<file path="src/rtl/cmul_seq.sv">
// cmul_seq: sequential complex-multiply front end. It accepts one operand set
// (A = a_re + j*a_im, W = w_re + j*w_im). It then drives the four partial
// products, one per cycle, through a single external combinational fpu_mul.
// The four products are held until the downstream stage takes them.
//
// Ports
//   i_clk, i_rst_n           clock, synchronous active-low reset
//   i_valid / o_ready        operand handshake (o_ready only in IDLE)
//   i_32_a_re .. i_32_w_im   operand set
//   o_mul_a, o_mul_b         operands to the external fpu_mul (0 outside MUL)
//   i_mul_p                  fpu_mul product for the current o_mul_a/o_mul_b
//   o_32_rr/ii/ri/ir         a_re*w_re, a_im*w_im, a_re*w_im, a_im*w_re
//   o_valid / i_ready        product handshake (o_valid only in DONE)
//
// fpu_mul: combinational IEEE-754 binary32 multiplier. It rounds to nearest,
// ties to even. Denormal inputs and underflowing results are flushed to a
// signed zero. Any NaN input, or Inf*0, gives the quiet NaN 7fc00000.
//   i_32_a, i_32_b  operands
//   o_32_mul        product

module cmul_seq #(
  parameter int unsigned SIZE_DATA = 32
) (
  input  logic                 i_clk,
  input  logic                 i_rst_n,
  input  logic                 i_valid,
  output logic                 o_ready,
  input  logic [SIZE_DATA-1:0] i_32_a_re,
  input  logic [SIZE_DATA-1:0] i_32_a_im,
  input  logic [SIZE_DATA-1:0] i_32_w_re,
  input  logic [SIZE_DATA-1:0] i_32_w_im,
  output logic [SIZE_DATA-1:0] o_mul_a,
  output logic [SIZE_DATA-1:0] o_mul_b,
  input  logic [SIZE_DATA-1:0] i_mul_p,
  output logic [SIZE_DATA-1:0] o_32_rr,
  output logic [SIZE_DATA-1:0] o_32_ii,
  output logic [SIZE_DATA-1:0] o_32_ri,
  output logic [SIZE_DATA-1:0] o_32_ir,
  output logic                 o_valid,
  input  logic                 i_ready
);

  localparam logic [1:0] IDLE = 2'd0;
  localparam logic [1:0] MUL  = 2'd1;
  localparam logic [1:0] DONE = 2'd2;

  logic [1:0]           state, state_n;
  logic [1:0]           cnt, cnt_n;
  logic [SIZE_DATA-1:0] a_re, a_im, w_re, w_im;
  logic [SIZE_DATA-1:0] a_re_n, a_im_n, w_re_n, w_im_n;
  logic [SIZE_DATA-1:0] rr_n, ii_n, ri_n, ir_n;
  logic [SIZE_DATA-1:0] mul_a_n, mul_b_n;

  // Next-state, operand capture, product capture and registered output values
  always_comb begin
    state_n = state;
    cnt_n   = cnt;
    a_re_n  = a_re;
    a_im_n  = a_im;
    w_re_n  = w_re;
    w_im_n  = w_im;
    rr_n    = o_32_rr;
    ii_n    = o_32_ii;
    ri_n    = o_32_ri;
    ir_n    = o_32_ir;
    mul_a_n = '0;
    mul_b_n = '0;

    case (state)
      IDLE: begin
        if (i_valid && o_ready) begin
          a_re_n  = i_32_a_re;
          a_im_n  = i_32_a_im;
          w_re_n  = i_32_w_re;
          w_im_n  = i_32_w_im;
          cnt_n   = 2'd0;
          state_n = MUL;
        end
      end
      MUL: begin
        case (cnt)
          2'd0:    rr_n = i_mul_p;
          2'd1:    ii_n = i_mul_p;
          2'd2:    ri_n = i_mul_p;
          default: ir_n = i_mul_p;
        endcase
        cnt_n = cnt + 2'd1;
        if (cnt == 2'd3) begin
          state_n = DONE;
        end
      end
      DONE: begin
        if (i_ready) begin
          state_n = IDLE;
        end
      end
      default: state_n = IDLE;
    endcase

    // Multiplier operands are registered, so select them from next-cycle state
    if (state_n == MUL) begin
      case (cnt_n)
        2'd0:    begin mul_a_n = a_re_n; mul_b_n = w_re_n; end
        2'd1:    begin mul_a_n = a_im_n; mul_b_n = w_im_n; end
        2'd2:    begin mul_a_n = a_re_n; mul_b_n = w_im_n; end
        default: begin mul_a_n = a_im_n; mul_b_n = w_re_n; end
      endcase
    end
  end

  // State and output registers; reset aborts any in-flight set
  always_ff @(posedge i_clk) begin
    if (!i_rst_n) begin
      state   <= IDLE;
      cnt     <= 2'd0;
      a_re    <= '0;
      a_im    <= '0;
      w_re    <= '0;
      w_im    <= '0;
      o_32_rr <= '0;
      o_32_ii <= '0;
      o_32_ri <= '0;
      o_32_ir <= '0;
      o_mul_a <= '0;
      o_mul_b <= '0;
      o_valid <= 1'b0;
      o_ready <= 1'b1;
    end else begin
      state   <= state_n;
      cnt     <= cnt_n;
      a_re    <= a_re_n;
      a_im    <= a_im_n;
      w_re    <= w_re_n;
      w_im    <= w_im_n;
      o_32_rr <= rr_n;
      o_32_ii <= ii_n;
      o_32_ri <= ri_n;
      o_32_ir <= ir_n;
      o_mul_a <= mul_a_n;
      o_mul_b <= mul_b_n;
      o_valid <= (state_n == DONE);
      o_ready <= (state_n == IDLE);
    end
  end

endmodule


</file>
<file path="config.mk">
export PLATFORM = sky130hd
export DESIGN_NAME = cmul_seq
export DESIGN_NICKNAME = d
export VERILOG_FILES = /design/src/rtl/cmul_seq.sv
export SDC_FILE = /design/constraint.sdc
export NUM_CORES = 1
export LEC_CHECK = 0
export ABC_CLOCK_PERIOD_IN_PS = 5800
export CAP_MARGIN = 20
export CORE_MARGIN = 3
export CORE_UTILIZATION = 34
export DETAILED_ROUTE_END_ITERATION = 8
export PLACE_DENSITY = 0.58
export SYNTH_ARGS = -nofsm -noshare
export SYNTH_HDL_FRONTEND = slang
export SYNTH_SLANG_ARGS = --single-unit
</file>
<file path="constraint.sdc">
create_clock -name i_clk -period 5.8 [get_ports i_clk]
set_input_delay 0.58 -clock i_clk [delete_from_list [all_inputs] [get_ports i_clk]]
set_output_delay 0.58 -clock i_clk [all_outputs]
set_load 0.005 [all_outputs]
</file>
# Word level (Yosys, flattened, before mapping)
# Index checks and enable logic that the tools add are counted.
[totals] regBits=326 wordCells=54 output_inout_bits=194 inputBits=164
[op_classes] bitwise_logic=1 n_eq_ne=9 addsub=1 n_mux=16 reduce_logical=13
[op_table] operator="32-bit 2-to-1 mux" n=10
[op_table] operator="2-bit equality test, second input constant" n=5
[op_table] operator="2-bit AND reduction" n=5
[op_table] operator="2-bit by 1-bit equality test with 1-bit output, second input constant" n=4
[op_table] operator="2-bit logical NOT" n=4
[op_table] operator="2-bit 2-to-1 mux" n=4
[op_table] operator="2-bit one-hot mux with 3 select lines" n=1
[op_table] operator="2-bit one-hot mux with 2 select lines" n=1
[op_table] operator="2-bit OR reduction" n=2
[op_table] operator="3-bit OR reduction" n=1
[op_table] operator="2-bit by 1-bit adder with 2-bit output, second input constant" n=1
[op_table] operator="1-bit logical AND" n=1
[op_table] operator="1-bit NOT" n=1

# Longest topological paths before layout
# Gate-level depths: netlist (run 1).
[depth] word_depth=6 depth_mapped=9

# Least setup slack after synthesis (run 1)
# No wires, ideal clock.
[synth_path] path_type="input to register" start="input port i_valid" end="register o_mul_a[31]" stages=9 n_path_buf=3 t_arrival_ns=2.606 slack_ns=3.079 t_required_ns=5.685 setup_time_ns=0.115 cell_sequence="nor4bb_1 clkbuf_1 clkbuf_1 or2_2 ha_1 nor2_1 clkbuf_1 mux4_2 and2_1"
[synth_between] elab_chain_len=6 word_cells_on_any_way=15 classes_between="eq/ne (2); mux (9); reduce/logical (4)"
[synth_lines] element="start: declaration" line="26" source="input logic i_valid,"
[synth_lines] element="1-bit logical AND *" line="71" source="if (i_valid && o_ready) begin"
[synth_lines] element="2-bit 2-to-1 mux" line="71"
[synth_lines] element="2-bit one-hot mux with 2 select lines" line="69" source="case (state)"
[synth_lines] element="2-bit equality test / 2-bit logical NOT (equally long branches)" line="102" source="case (cnt_n)"
[synth_lines] element="2-bit OR reduction (no line)"
[synth_lines] element="32-bit 2-to-1 mux" line="102"
[synth_lines] element="end signal: assignment" line="139" source="o_mul_a <= mul_a_n;"
[synth_lines] element="end: declaration" line="32" source="output logic [SIZE_DATA-1:0] o_mul_a,"
# Every way passes the cells marked *; elsewhere a longest branch is shown, timed or not.
# A chain may end at the register's enable or synchronous reset.

# Final worst setup path (run 1)
[layout_path] start="register state[0]" end="register o_mul_a[7]"
[layout_between] elab_chain_len=5 word_cells_on_any_way=16 classes_between="eq/ne (4); mux (8); reduce/logical (4)"
[layout_lines] element="start: declaration" line="47" source="logic [1:0] state, state_n;"
[layout_lines] element="start signal: assignment" line="129" source="state <= state_n;"
[layout_lines] element="2-bit by 1-bit equality test with 1-bit output / 2-bit logical NOT (equally long branches)" line="69"
[layout_lines] element="2-bit one-hot mux with 2 select lines" line="69"
[layout_lines] element="2-bit equality test / 2-bit logical NOT (equally long branches)" line="102"
[layout_lines] element="2-bit OR reduction (no line)"
[layout_lines] element="32-bit 2-to-1 mux" line="102"
# Parallel ways exist; a longest one is shown, timed or not.

==> metrics.md, run 1 <==
| Metric | Value |
|---|---|
| Outcome | completed |
| CP max-delay cell | nor2_4 |
| Crit path buffers/inverters | 0 |
| Total Wirelength | 38,000 µm |
| Postcts setup bufs | 0 |
| H-tree levels | 2 |
| Setup violators final | 0 |
| Drt pass-1 iters | 4 |
| Minimum clock period | 3.14 ns |
| GRT overflow | 0 |
| Cts bufs inserted | 38 |
| Post-Syn Nets | 1,540 |
| Max transition margin | 0.252 |
| Initial DRC count | 463 |
| I/O Pins | 358 |
| Final TNS setup | 0 ns |
| Post-synthesis compound-gate area fraction | 0.151 |
| Clock sink count | 326 |
| Clk pin slew, worst setup/hold paths | 0.06 ns |
| Peak VDD IR | 209 µV |
| Initial Utilization | 0.345 |
| # DRC | 0 |
| Post-CTS sizing | 0 |
| Critical path's top delay family | simple AND/OR/NAND/NOR gates |
| Die W | 202 µm |
| CTS hold repair buffers | 0 |
| Post-Syn Instances | 1,369 |
| Share of cells above drive strength 1 | 0.0818 |
| Post-synthesis simple-gate area fraction | 0.191 |
| Synth cell types | 24 |
| Req. time, crit path | 6.22 ns |
| Area grow syn2layout | 39.7% |
| DR vias | 10,400 |
| Worst skew pair latency | between 0.5 and 0.6 ns |
| Final Hold Vio Count | 0 |
| Layout Skew | a little under 0.009 ns |
| Tightest Pin Transition | 1.12 ns |
| Nets | ~1,800 |
| Die Y-Extent | 202 µm |
| IO Port Bufs | 357 |
| CTS tree | done |
| Worst setup EP type | flip-flop |
| Wirelength per Cell | ~17 µm |
| Worst-path maximum fanout | 32 |
| YS warnings | 0 |
| Multiplexer share of the synthesized area | 0.111 |
| Yosys reg bits | 326 |
| Total power | 5.58 mW |
| Fin crit share | 0.541 |
| Clock Tree Buf Depth | 3 |
| Tot GR Track Use | 0.183 |
| Most frequent cells in the layout | 514 x nand2_1, 356 x clkdlybuf4s50_1, 326 x dfxtp_1 |
| GP Congestion | ~0.78 |
| Max cap viols | 0 |
| Mapped Area | 13,000 µm² |
| Highest clock rate | 318 MHz |
| Slew Viols, Final | 0 |
| Antenna Nets Post-Route | 0 |
| Worst setup SP type | flip-flop |
| Global-route wire length before repair | 59,100 µm |
| Power density cells | between 300 and 400 nW/µm² |
| Vias in the first global route | about 10,000 |
| CP cell instances | nor2b_1 -> xnor2_1 -> or2_2 -> ha_1 -> nor2_4 -> mux4_2 -> and2_1 |
| DP HPWL | 24,400 µm |
| Sequential-to-total area share from yosys stat | 0.502 |
| Post-synthesis adder-cell area fraction | 0.00673 |
| Root buf cell | clkbuf_16 |
| Row Count | 71 |
| Post-synthesis xor/xnor area fraction | 0.000673 |
| Setup CP Type | reg -> reg |
| Hold WC Path Type | reg -> reg |
| Max incr delay on CP | approximately 0.86 ns |
| Commonest non-fill, non-tap cell in the layout | nand2_1 |
| Initial antenna violation count | 5 |
| DR vias/cell | about 4.7 |
| RSZ-0062 raised after global routing | false |
| DIE AREA | 40,700 µm² |
| Crit path DAT | 3.57 ns |
| Largest family of logic cells by synthesized area | simple AND/OR/NAND/NOR gates |
| Pin count of the biggest net entering global routing | 162 |
| Core area | 37,700 µm² |
| Pleak | roughly 6.4 nW |
| Mapped Avg Cell Area | 9.50 µm² |
-- logic make-up after synthesis --
family | after synthesis
compound gates | 262
flops | 326
simple gates | 599
fa+ha+maj | 7
buf+inv | 110
xor+xnor | 1
mux | 64
-- synthesized netlist by cell type --
master | n | area [µm²]
a21boi_0 | 259 | 1940
a21oi_1 | 2 | 10.0
and2_1 | 65 | 407
and3b_1 | 4 | 35.0
buf_2 | 32 | 160
buf_4 | 1 | 7.51
buf_6 | 6 | 67.6
clkbuf_1 | 69 | 259
dfxtp_1 | 326 | 6530
ha_1 | 7 | 87.6
inv_1 | 2 | 7.51
mux4_2 | 64 | 1440
nand2_1 | 514 | 1930
nand2b_1 | 2 | 12.5
nand3b_1 | 6 | 45.0
nand4bb_1 | 1 | 11.3
nor2_1 | 2 | 7.51
nor2b_1 | 1 | 6.26
nor3b_1 | 1 | 7.51
nor4bb_1 | 1 | 10.0
o21ai_0 | 1 | 5.00
or2_2 | 1 | 6.26
or3b_2 | 1 | 8.76
xnor2_1 | 1 | 8.76
-- final timing paths --
kind,startpoint,to,slack (ns),depth (start not counted)
worst max register to register,state[0]$_SDFF_PN0_,o_mul_a[7]$_SDFF_PN0_,2.66,7
worst min-delay path,a_im[31]$_SDFF_PN0_,a_im[31]$_SDFF_PN0_,0.46,2
worst max-delay path,state[0]$_SDFF_PN0_,o_mul_a[7]$_SDFF_PN0_,2.66,7
worst min register to register,a_im[31]$_SDFF_PN0_,a_im[31]$_SDFF_PN0_,0.46,2
-- layer usage --
layer / GRT usage / vias to the layer above / share of wire
met4: 0.0546 / 4 / 0.024
met1: 0.244 / 4954 / 0.46
met2: 0.290 / 238 / 0.46
met3: 0.0534 / 61 / 0.058
li1: - / 5147 / -
met5: 0 / - / 0.00045
-- sequential cells by signal, summed over array words and instances (netlist names) --
| name | cells |
|---|---|
| a_im | 32 |
| o_mul_a | 32 |
| o_valid | 1 |
| o_mul_b | 32 |
| w_im | 32 |
| o_32_ri | 32 |
| o_32_ii | 32 |
| o_32_rr | 32 |
| o_ready | 1 |
| a_re | 32 |
| o_32_ir | 32 |
| w_re | 32 |
| cnt | 2 |
| state | 2 |
-- final cells by class --
| type | count | area (µm²) |
|---|---|---|
| diodes | 3 | 7.51 |
| clock buffers | 63 | 1200 |
| clock inverters | 4 | 70.1 |
| fillers | 3597 | 19500 |
| inverters | 2 | 7.51 |
| multi-input cells | 933 | 6030 |
| flip-flops and latches | 326 | 6530 |
| well taps | 511 | 639 |
| repair buffers | 371 | 3690 |
-- worst min-delay path: cells and delay by family, from the launching register on --
kind | cells | cell delay, ns
compound gates | 1 | 0.06
simple gates | 1 | 0.04
flops | 1 | 0.30
-- power breakdown --
| part | switching, mW | leakage (nW) | internal [mW] | total [mW] |
|---|---|---|---|---|
| registers | 0.0532 | 2.65 | 2.36 | 2.41 |
| clock network | 0.923 | 0.621 | 1.49 | 2.41 |
| logic | 0.345 | 3.08 | 0.413 | 0.758 |
-- stage by stage --
step | setup WS (ns) | instance area (µm²) | hold slack (ns) | instances | util
floorplan | 3.08 | 13000 | 0.440 | 1369 | -
global placement | 2.37 | 16900 | 0.449 | 2143 | 0.449
detailed placement | 2.37 | 16900 | 0.456 | 2143 | 0.449
CTS | 2.64 | 18200 | 0.465 | 2210 | 0.482
global route | 2.48 | 18200 | 0.483 | 2213 | 0.483
finish | 2.66 | 18200 | 0.460 | 2213 | 0.483
No activity file was read; power rests on OpenSTA's default activity.
==> run 2, diff against run 1 <==
- ABC_CLOCK_PERIOD_IN_PS: 5800 -> 2600
- PLACE_DENSITY: 0.58 -> 0.6
- clock period: 5.8 -> 2.6 ns (I/O delays scaled with it)
==> metrics.md, run 2 (synthesis gave the netlist of run 1 again) <==
| Metric | Value |
|---|---|
| Outcome | completed |
| Clk pin slew, worst setup/hold paths | 0.05 ns |
| R2R depth | 6 |
| Tightest Pin Transition | 0.703 ns |
| Die Y-Extent | 202 µm |
| Area grow syn2layout | 40.8% |
| Fin util | 0.486 |
| Setup crit start | state[1]$_SDFF_PN0_ |
| Worst setup EP type | flip-flop |
| Hold depth | 2 |
| Layout Skew | 0.00991 ns |
| R2R Path Start | state[1]$_SDFF_PN0_ |
| Crit path DAT | around 2.7 ns |
| Cts bufs inserted | 38 |
| GP Congestion | 0.811 |
| Worst-path maximum fanout | around 60 |
| Antenna Nets Post-Route | 0 |
| Max transition margin | 0.531 |
| Pleak | 6.42 nW |
| Commonest non-fill, non-tap cell in the layout | nand2_1 |
| Highest clock rate | 445 MHz |
| RSZ-0062 raised after global routing | false |
| Peak VDD IR | between 400 and 500 µV |
| Max cap viols | 0 |
| Setup CP Type | reg -> reg |
| CTS tree | done |
| DIE AREA | 40,700 µm² |
| Worst setup SP type | flip-flop |
| Fin crit share | 0.864 |
| Slew Viols, Final | 0 |
| Wirelength per Cell | 17.3 µm |
| Initial Utilization | 0.345 |
| CTS hold repair buffers | 0 |
| Most frequent cells in the layout | 514 x nand2_1, 356 x clkdlybuf4s50_1, 326 x dfxtp_1 |
| Tot GR Track Use | 0.185 |
| Clock Tree Buf Depth | 3 |
| Hold Crit Endpoint | o_32_rr[31]$_SDFFE_PN0P_ |
| Req. time, crit path | 3.03 ns |
| Setup violators final | 0 |
| DR vias | 10,500 |
| Drt pass-1 iters | 4 |
| I/O Pins | 358 |
| Global-route wire length before repair | 60,000 µm |
| Row Count | 71 |
| Initial antenna violation count | 1 |
| Power density cells | 677 nW/µm² |
| Hold WC Path Type | in -> reg |
| Postcts setup bufs | 0 |
| Pin count of the biggest net entering global routing | between 100 and 150 |
| DR vias/cell | approximately 4.7 |
| Core area | 37,700 µm² |
| Minimum clock period | 2.25 ns |
| Die W | roughly 200 µm |
| DP HPWL | 25,600 µm |
| Worst skew pair latency | 0.52 ns |
| IO Port Bufs | roughly 360 |
| Dpl cells | 2,157 |
| GRT overflow | 0 |
| Filler cells | ~3,600 |
| Clock sink count | 326 |
| Initial DRC count | approximately 360 |
| Nets | 1,857 |
| Final Hold Vio Count | 0 |
| Final Non-Filler Cells | approximately 2,200 |
| Hold WS | 0.161 ns |
| # DRC | 0 |
| R2R setup slack | ~0.35 ns |
| Final TNS setup | 0 ns |
| Vias in the first global route | about 11,000 |
| Share of cells above drive strength 1 | 0.0889 |
| Worst r2r dst | a_re[8]$_SDFF_PN0_ |
| Post-CTS sizing | 0 |
| Root buf cell | clkbuf_16 |
| Total power | 12.4 mW |
| Total Wirelength | approximately 38,000 µm |
| Min-delay src | i_rst_n |
| H-tree levels | 2 |
-- run 2: cell count changes in the layout (fill, tap and decap cells not counted) --
cell,delta
diode_2,-2
clkinvlp_4,+1
inv_6,+1
clkbuf_8,-3
clkbuf_16,-2
clkinv_4,+1
clkbuf_1,-2
buf_4,+7
bufinv_16,+1
buf_12,+7
-- run 2: how the worst max path moves through the flow --
stage,to,cells past startpoint
2_1_floorplan,o_mul_a[31]$_SDFF_PN0_,9
3_3_place_gp,o_mul_a[27]$_SDFF_PN0_,8
3_5_place_dp,o_mul_a[31]$_SDFF_PN0_,8
4_1_cts,a_re[8]$_SDFF_PN0_,6
5_1_grt,a_re[8]$_SDFF_PN0_,6
6_report,a_re[8]$_SDFF_PN0_,6
-- run 2: stage by stage --
step                      instance area (µm²)  worst slack (ns)
after global placement                  17100             0.202
final                                   18300             0.354
after detailed placement                17100             0.162
after CTS                               18300             0.329
after floorplan                         13000             0.101
after global routing                    18300             0.108
-- run 2: cell type report --
| type | instances | area (µm²) | share of cell area |
|---|---|---|---|
| clock buffer | 56 | 1100 | 0.0600 |
| antenna | 1 | 2.50 | 0.000137 |
| clock inverter | 8 | 125 | 0.00683 |
| inverter | 2 | 7.51 | 0.000410 |
| timing repair buffer | 385 | 3880 | 0.212 |
| sequential | 326 | 6530 | 0.356 |
| tap | 511 | 639 | 0.0349 |
| multi-input combinational | 933 | 6030 | 0.329 |
-- run 2: routing by layer --
metal | share of wire | wire length, µm | up-vias | GRT usage
li1 | - | - | 5157 | -
met1 | 0.44 | 16800 | 5031 | 0.236
met2 | 0.48 | 18300 | 259 | 0.311
met3 | 0.058 | 2230 | 69 | 0.0435
met4 | 0.030 | 1150 | 0 | 0.0573
met5 | 0 | 0 | - | 0
-- run 2: power breakdown --
group          total, mW  switching, mW  internal [mW]
Sequential          5.37          0.118           5.26
Combinational       1.76          0.787          0.976
Clock               5.27           2.05           3.22
Total               12.4           2.95           9.45
-- run 2: worst max-delay path: stages, from the launching register on --
cell and delay, ns:
dfxtp_1 0.37, buf_4 0.19, nor4bb_4 0.28, buf_4 0.35, buf_4 0.62, nand2_1 0.11
a21boi_0 0.20
